===== config.mk =====
export PLATFORM = sky130hd
export DESIGN_NAME = fifo_wr_arbiter_flat
export DESIGN_NICKNAME = d
export VERILOG_FILES = /design/src/rtl/fifo_wr_arb_pkg.sv /design/src/rtl/fifo_wr_arb_if.sv /design/src/rtl/fifo_wr_arbiter_rr_pick.sv /design/src/rtl/fifo_wr_arbiter.sv /design/src/flat_wrapper.sv
export SDC_FILE = /design/constraint.sdc
export NUM_CORES = 1
export LEC_CHECK = 0
export CORE_UTILIZATION = 34
export DETAILED_ROUTE_END_ITERATION = 16
export PLACE_DENSITY = 0.78
export SYNTH_ARGS = -nofsm -noshare
export SYNTH_HDL_FRONTEND = slang
export SYNTH_SLANG_ARGS = --single-unit

===== constraint.sdc =====
create_clock -name clk -period 2 [get_ports clk]
set_input_delay 0.4 -clock clk [delete_from_list [all_inputs] [get_ports clk]]
set_output_delay 0.4 -clock clk [all_outputs]
set_load 0.005 [all_outputs]

===== src/rtl/fifo_wr_arb_pkg.sv =====
// ---------------------------------------------------------------------------
// fifo_wr_arb_pkg
// Shared types and constants for the round-robin FIFO write arbiter.
//   arb_state_t : arbiter FSM encoding (ARB_IDLE, ARB_BURST)
//   STAT_W      : width of each statistics counter
//   sat_inc     : saturating increment used by the statistics counters
// ---------------------------------------------------------------------------
package fifo_wr_arb_pkg;

   typedef enum logic [0:0] {
      ARB_IDLE  = 1'b0,
      ARB_BURST = 1'b1
   } arb_state_t;

   localparam int STAT_W = 16;

   // Increment that sticks at all-ones instead of wrapping.
   function automatic logic [STAT_W-1:0] sat_inc(input logic [STAT_W-1:0] v);
      logic [STAT_W-1:0] r;
      if (v == {STAT_W{1'b1}}) begin
         r = v;
      end else begin
         r = v + STAT_W'(1);
      end
      return r;
   endfunction

endpackage


===== src/rtl/fifo_wr_arb_if.sv =====
// ---------------------------------------------------------------------------
// fifo_wr_arb_if
// Bundles the requester streams and the FIFO write port around the arbiter.
//   req_valid/req_data/req_ready : NUM_REQ valid/ready streams (packed data)
//   fifo_full/fifo_wr_en/fifo_data_in : shared FIFO write port
//   grant_valid/grant_id : current grant status
//   stat_words/stat_stall : statistics, only with FIFO_WR_ARB_STATS_EN
// Modports: master = arbiter side, slave = requesters + FIFO side.
// ---------------------------------------------------------------------------
interface fifo_wr_arb_if #(
   parameter int NUM_REQ    = 4,
   parameter int DATA_WIDTH = 8
);
   import fifo_wr_arb_pkg::*;

   localparam int ID_W = $clog2(NUM_REQ);

   logic [NUM_REQ-1:0]            req_valid;
   logic [NUM_REQ*DATA_WIDTH-1:0] req_data;
   logic [NUM_REQ-1:0]            req_ready;
   logic                          fifo_full;
   logic                          fifo_wr_en;
   logic [DATA_WIDTH-1:0]         fifo_data_in;
   logic                          grant_valid;
   logic [ID_W-1:0]               grant_id;
`ifdef FIFO_WR_ARB_STATS_EN
   logic [NUM_REQ*STAT_W-1:0]     stat_words;
   logic [STAT_W-1:0]             stat_stall;

   modport master (
      input  req_valid, req_data, fifo_full,
      output req_ready, fifo_wr_en, fifo_data_in, grant_valid, grant_id,
             stat_words, stat_stall
   );
   modport slave (
      output req_valid, req_data, fifo_full,
      input  req_ready, fifo_wr_en, fifo_data_in, grant_valid, grant_id,
             stat_words, stat_stall
   );
`else
   modport master (
      input  req_valid, req_data, fifo_full,
      output req_ready, fifo_wr_en, fifo_data_in, grant_valid, grant_id
   );
   modport slave (
      output req_valid, req_data, fifo_full,
      input  req_ready, fifo_wr_en, fifo_data_in, grant_valid, grant_id
   );
`endif

endinterface


===== src/rtl/fifo_wr_arbiter_rr_pick.sv =====
// ---------------------------------------------------------------------------
// rr_pick
// Combinational round-robin picker: finds the first set bit of req_i scanning
// ptr_i, ptr_i+1, ... with wrap modulo N (N need not be a power of two).
//   req_i   : request vector
//   ptr_i   : highest-priority index (must be < N)
//   found_o : any request set
//   idx_o   : selected index (0 when nothing found)
// ---------------------------------------------------------------------------
module rr_pick #(
   parameter int N  = 4,
   parameter int PW = $clog2(N)
) (
   input  logic [N-1:0]  req_i,
   input  logic [PW-1:0] ptr_i,
   output logic          found_o,
   output logic [PW-1:0] idx_o
);

   // Scan from ptr_i upward with explicit wrap; first hit wins.
   always_comb begin
      int j;
      found_o = 1'b0;
      idx_o   = '0;
      j       = 0;
      for (int k = 0; k < N; k++) begin
         j = int'(ptr_i) + k;
         if (j >= N) begin
            j = j - N;
         end else begin
            j = j;
         end
         if (!found_o && req_i[j]) begin
            found_o = 1'b1;
            idx_o   = PW'(j);
         end else begin
            found_o = found_o;
         end
      end
   end

endmodule


===== src/rtl/fifo_wr_arbiter.sv =====
// ---------------------------------------------------------------------------
// fifo_wr_arbiter
// Round-robin arbiter sharing one FIFO write port between NUM_REQ requesters.
// A grant lasts up to MAX_BURST words; the served requester then drops to the
// lowest priority. Re-arbitration costs one IDLE cycle.
// Ports:
//   clk : rising-edge clock
//   rst : synchronous active-high reset (also blocks writes in its cycle)
//   bus : fifo_wr_arb_if.master (requester streams, FIFO port, grant status)
// Optional: define FIFO_WR_ARB_STATS_EN to add saturating per-requester word
// counters (stat_words) and a stall-cycle counter (stat_stall).
// ---------------------------------------------------------------------------
module fifo_wr_arbiter #(
   parameter int NUM_REQ    = 4,
   parameter int DATA_WIDTH = 8,
   parameter int MAX_BURST  = 4
) (
   input  logic          clk,
   input  logic          rst,
   fifo_wr_arb_if.master bus
);
   import fifo_wr_arb_pkg::*;

   localparam int ID_W  = $clog2(NUM_REQ);
   localparam int CNT_W = $clog2(MAX_BURST + 1);
   localparam logic [CNT_W-1:0] LAST_CNT = CNT_W'(MAX_BURST - 1);
   localparam logic [ID_W-1:0]  LAST_ID  = ID_W'(NUM_REQ - 1);

   arb_state_t            state_q;
   logic [ID_W-1:0]       grant_id_q;
   logic [ID_W-1:0]       rr_ptr_q;
   logic [CNT_W-1:0]      burst_cnt_q;

   logic                  pick_found_s;
   logic [ID_W-1:0]       pick_idx_s;
   logic                  sel_valid_s;
   logic [DATA_WIDTH-1:0] sel_data_s;
   logic                  in_burst_s;
   logic                  xfer_s;
   logic                  stall_s;
   logic [ID_W-1:0]       next_ptr_s;
   logic [NUM_REQ-1:0]    ready_s;
   logic [DATA_WIDTH-1:0] data_out_s;

   rr_pick #(.N(NUM_REQ), .PW(ID_W)) u_pick (
      .req_i   (bus.req_valid),
      .ptr_i   (rr_ptr_q),
      .found_o (pick_found_s),
      .idx_o   (pick_idx_s)
   );

   // Mux out the granted requester's valid and data.
   always_comb begin
      sel_valid_s = 1'b0;
      sel_data_s  = '0;
      for (int i = 0; i < NUM_REQ; i++) begin
         if (grant_id_q == ID_W'(i)) begin
            sel_valid_s = bus.req_valid[i];
            sel_data_s  = bus.req_data[i*DATA_WIDTH +: DATA_WIDTH];
         end else begin
            sel_valid_s = sel_valid_s;
         end
      end
   end

   // Transfer/stall decode; rst gates the write in the same cycle.
   always_comb begin
      in_burst_s = (state_q == ARB_BURST);
      xfer_s     = in_burst_s && sel_valid_s && !bus.fifo_full && !rst;
      stall_s    = in_burst_s && sel_valid_s && bus.fifo_full;
      next_ptr_s = (grant_id_q == LAST_ID) ? '0 : grant_id_q + ID_W'(1);
      data_out_s = (in_burst_s && !rst) ? sel_data_s : '0;
      for (int i = 0; i < NUM_REQ; i++) begin
         ready_s[i] = xfer_s && (grant_id_q == ID_W'(i));
      end
   end

   assign bus.req_ready    = ready_s;
   assign bus.fifo_wr_en   = xfer_s;
   assign bus.fifo_data_in = data_out_s;
   assign bus.grant_valid  = in_burst_s;
   assign bus.grant_id     = grant_id_q;

   // Arbitration FSM: grant, burst counting, release and pointer rotation.
   always_ff @(posedge clk) begin
      if (rst) begin
         state_q     <= ARB_IDLE;
         grant_id_q  <= '0;
         rr_ptr_q    <= '0;
         burst_cnt_q <= '0;
      end else begin
         case (state_q)
            ARB_IDLE: begin
               if (pick_found_s) begin
                  grant_id_q  <= pick_idx_s;
                  burst_cnt_q <= '0;
                  state_q     <= ARB_BURST;
               end else begin
                  state_q     <= ARB_IDLE;
               end
            end
            ARB_BURST: begin
               if (!sel_valid_s) begin
                  // Voluntary release: no word moves this cycle.
                  state_q  <= ARB_IDLE;
                  rr_ptr_q <= next_ptr_s;
               end else if (!bus.fifo_full) begin
                  burst_cnt_q <= burst_cnt_q + CNT_W'(1);
                  if (burst_cnt_q == LAST_CNT) begin
                     state_q  <= ARB_IDLE;
                     rr_ptr_q <= next_ptr_s;
                  end else begin
                     state_q  <= ARB_BURST;
                  end
               end else begin
                  // FIFO full: hold grant and count, never a release.
                  state_q <= ARB_BURST;
               end
            end
            default: begin
               state_q <= ARB_IDLE;
            end
         endcase
      end
   end

`ifdef FIFO_WR_ARB_STATS_EN
   logic [NUM_REQ*STAT_W-1:0] words_q;
   logic [STAT_W-1:0]         stall_cnt_q;

   // Saturating per-requester word counters and stall-cycle counter.
   always_ff @(posedge clk) begin
      if (rst) begin
         words_q     <= '0;
         stall_cnt_q <= '0;
      end else begin
         for (int i = 0; i < NUM_REQ; i++) begin
            if (ready_s[i]) begin
               words_q[i*STAT_W +: STAT_W] <= sat_inc(words_q[i*STAT_W +: STAT_W]);
            end else begin
               words_q[i*STAT_W +: STAT_W] <= words_q[i*STAT_W +: STAT_W];
            end
         end
         if (stall_s) begin
            stall_cnt_q <= sat_inc(stall_cnt_q);
         end else begin
            stall_cnt_q <= stall_cnt_q;
         end
      end
   end

   assign bus.stat_words = words_q;
   assign bus.stat_stall = stall_cnt_q;
`endif

endmodule

===== src/flat_wrapper.sv =====
// flat-port wrapper written by rule: the top's interface ports become plain ports
module fifo_wr_arbiter_flat import fifo_wr_arb_pkg::*;
#(
   parameter int NUM_REQ    = 4,
   parameter int DATA_WIDTH = 8,
   parameter int MAX_BURST  = 4
)
  (clk, rst, bus_req_valid, bus_req_data, bus_fifo_full, bus_req_ready, bus_fifo_wr_en, bus_fifo_data_in, bus_grant_valid, bus_grant_id);
  fifo_wr_arb_if #(.NUM_REQ(NUM_REQ), .DATA_WIDTH(DATA_WIDTH)) bus_i ();
  input  logic clk;
  input  logic rst;
  input wire logic [$bits(bus_i.req_valid)-1:0] bus_req_valid;
  input wire logic [$bits(bus_i.req_data)-1:0] bus_req_data;
  input wire logic [$bits(bus_i.fifo_full)-1:0] bus_fifo_full;
  output wire logic [$bits(bus_i.req_ready)-1:0] bus_req_ready;
  output wire logic [$bits(bus_i.fifo_wr_en)-1:0] bus_fifo_wr_en;
  output wire logic [$bits(bus_i.fifo_data_in)-1:0] bus_fifo_data_in;
  output wire logic [$bits(bus_i.grant_valid)-1:0] bus_grant_valid;
  output wire logic [$bits(bus_i.grant_id)-1:0] bus_grant_id;
  assign bus_i.req_valid = bus_req_valid;
  assign bus_i.req_data = bus_req_data;
  assign bus_i.fifo_full = bus_fifo_full;
  assign bus_req_ready = bus_i.req_ready;
  assign bus_fifo_wr_en = bus_i.fifo_wr_en;
  assign bus_fifo_data_in = bus_i.fifo_data_in;
  assign bus_grant_valid = bus_i.grant_valid;
  assign bus_grant_id = bus_i.grant_id;
  fifo_wr_arbiter #(.NUM_REQ(NUM_REQ), .DATA_WIDTH(DATA_WIDTH), .MAX_BURST(MAX_BURST)) u_core (.clk(clk), .rst(rst), .bus(bus_i));
endmodule

==> impl_metrics.json <==
{
  "setup_viol": 13,
  "drive_above_1_share_pct": 35.3,
  "crit_start": "bus_req_valid[3]",
  "cp_top_family": "buffers and inverters",
  "crit_path_max_fanout": 5,
  "cp_cell_sequence": "clkdlybuf4s50_1, inv_1, mux2_4, or4_4, nor2_2, clkdlybuf4s15_2",
  "synthCells": 134,
  "hold_slack_ns": 0.509,
  "async_reset_ff_share_pct": 0,
  "grt_first_pass_wirelength_um": 5050,
  "r2r_end": "u_core.rr_ptr_q[0]$_SDFFE_PP0P_",
  "ys_ff_latch": 8,
  "fin_ws_ns": -0.475,
  "post_drt_wl_per_cell_um": 14.5,
  "cts_tree": "built",
  "synth_flop_cell": "dfxtp_1",
  "slew-limit-headroom_pct": 80.0,
  "yosysMostFrequentCell": "a21oi_1",
  "grt_pass1_vias": 1190,
  "gr-usage-met2_pct": 45.7,
  "die_h_um": 54.2,
  "critical_path.slowest_cell": "or4_4",
  "grt_usage_pct": 23.6,
  "p_per_area_nw_per_um2": 416,
  "p_total_uw": 739,
  "p_leak_uw": 0.000725,
  "seq_area_frac_synth_pct": 17.3,
  "numPortBuffers": 54,
  "cts-hold-fix-buffers": 0,
  "vdd_drop_max_v": 0.000430,
  "critPathLaunchType": "primary input",
  "violations": "negative setup slack",
  "nets": 261,
  "clkSinkCount": 8,
  "clkLatencyLatePin_ns": 0.26,
  "crit_required_ns": 1.60,
  "cts_htree_levels": 1,
  "wl_um": 3550,
  "initial_utilization_pct": 36.7,
  "rsz0062_at_grt": "true",
  "grt_busiest_layer": "met2",
  "grt_max_degree": 17,
  "area_delta_synth_final_pct": 91.9,
  "synth_top_area_share_pct": 17.3,
  "clkTransAtPathRegs_ns": 0.06,
  "ys_warn_count": 0,
  "dieArea_um2": 2930,
  "synth_edf_count": 0,
  "cts_buffers": 3,
  "crit_path_end": "bus_req_ready[3]",
  "tightest_slew_ns": 0.297,
  "holdCritPathClass": "register to register",
  "yosys-top-cells-area": "dfxtp_1 (17%), a21oi_1 (14%), ha_1 (8.1%)",
  "netlist_area_um2": 925,
  "core_area_um2": 2520,
  "rows": 18,
  "slew_violations": 0,
  "gr-usage-met3_pct": 4.52,
  "via_per_inst": 5.24,
  "timing.rr.start": "u_core.bus.grant_id[0]$_SDFFE_PP0P_",
  "fin_crit_sh_pct": 124,
  "fmax_ghz": 0.404,
  "die_width_um": 54.2,
  "grt_overflow_total": 0,
  "drv_cap": 0,
  "antenna_found_initial": 0,
  "syn_area_per_cell_um2": 6.90,
  "crit_buf_inv": 3,
  "status": "finished, violations left",
  "crit_cells": 6,
  "skew_ns": 0.00288,
  "crit_arrival_ns": 2.08,
  "end_kind": "output port",
  "hpwl_um": 2530,
  "layout_min_cycle_time_ns": 2.48,
  "diodes": 0,
  "clock_path_buffers": 2,
  "rrSetupSlack_ns": 0.10,
  "pin_count": 55,
  "vias": 1283,
  "use_met1_pct": 24.1,
  "critPathMaxStageDelay_ns": 0.53,
  "final_core_util_pct": 70.3,
  "hold_viol_final": 0,
  "gp_congestion": 0.875,
  "root_buffer": "clkbuf_4",
  "drc": 0,
  "crit_type": "primary input to output port",
  "final_antenna_net_count": 0,
  "first_pass_iters": 4,
  "ys_top_cells_by_count": "a21oi_1 (25), nand2_1 (19), inv_1 (11)",
  "r2r_cells": 7,
  "drtIter0Drc": 12,
  "syn-num-nets": 179,
  "ys_types": 27,
  "synth_top_area_cell": "dfxtp_1"
}
==> flip-flops by register name, summed over array words and instances, names as in the netlist <==
signal                  count
u_core.rr_ptr_q             2
u_core.bus.grant_valid      1
u_core.burst_cnt_q          3
u_core.bus.grant_id         2
==> cell usage in the layout, fill, tap and decap left out, types with 3 or more instances in the layout <==
master / instances
clkdlybuf4s50_1: 40
buf_4: 28
nand2_1: 19
a21oi_1: 18
buf_2: 11
nand3b_1: 9
a21oi_2: 7
o22ai_1: 7
inv_1: 7
dfxtp_1: 6
nand2b_1: 5
nor2_1: 5
or4_1: 4
inv_2: 3
o311ai_0: 3
clkbuf_4: 3
buf_6: 3
==> worst min path at each step <==
stage                                       start                                 end  slack, ns  depth (start not counted)
6_report       u_core.burst_cnt_q[0]$_SDFFE_PP0P_  u_core.burst_cnt_q[0]$_SDFFE_PP0P_       0.51                          2
4_1_cts        u_core.burst_cnt_q[2]$_SDFFE_PP0P_  u_core.burst_cnt_q[2]$_SDFFE_PP0P_       0.51                          2
3_3_place_gp   u_core.burst_cnt_q[2]$_SDFFE_PP0P_  u_core.burst_cnt_q[2]$_SDFFE_PP0P_       0.48                          2
2_1_floorplan  u_core.burst_cnt_q[2]$_SDFFE_PP0P_  u_core.burst_cnt_q[2]$_SDFFE_PP0P_       0.47                          2
3_5_place_dp   u_core.burst_cnt_q[1]$_SDFFE_PP0P_  u_core.burst_cnt_q[1]$_SDFFE_PP0P_       0.50                          2
5_1_grt        u_core.burst_cnt_q[1]$_SDFFE_PP0P_  u_core.burst_cnt_q[1]$_SDFFE_PP0P_       0.54                          2
==> cell type report <==
type,instances,area [um2]
multi-input combinational,106,759
fill,206,748
timing repair buffer,86,739
sequential,8,168
inverter,11,43.8
tap,30,37.5
clock buffer,4,26.3
==> metrics by stage <==
stage | setup slack, ns | instances | setup TNS [ns] | cell area, um2
finish | -0.475 | 245 | -3.98 | 1770
global route | -0.545 | 245 | -4.93 | 1770
CTS | -0.473 | 242 | -2.95 | 1730
detailed placement | -0.768 | 231 | -9.34 | 1650
global placement | -0.744 | 231 | -8.83 | 1650
floorplan | -0.0581 | 134 | -0.241 | 961
==> tightest hold or removal path, cell delays in order, from the launching register on <==
cell and delay, ns:
dfxtp_1 0.32, o311ai_0 0.08, a21oi_1 0.06
==> metal layers <==
metal	share of wire [%]	vias up
met3	9.9	6
li1	-	642
met2	49	52
met4	1.8	0
met1	39	583
met5	0	-
==> what timing repair did <==
action                                 in CTS  in global routing
gates cloned                                0                  0
buffers inserted                            7                  3
setup endpoints to repair                  13                 14
resized for setup                          66                  9
endpoints found under the hold margin       0                  0
pin swaps                                  21                  1
==> cells by family after synthesis <==
family | synth area share [%]
AND/OR/NAND/NOR | 32.2
AO/OA/AOI/OAI | 27.1
buffers and inverters | 9.88
flip-flops | 17.3
adder cells (fa/ha/maj) | 8.12
multiplexers | 5.41
==> power breakdown <==
part           internal, uW  switching (uW)
clock network          76.9            64.8
logic                   236             179
registers               171            11.7
total                   483             256
No activity file was read; power rests on OpenSTA's default activity.
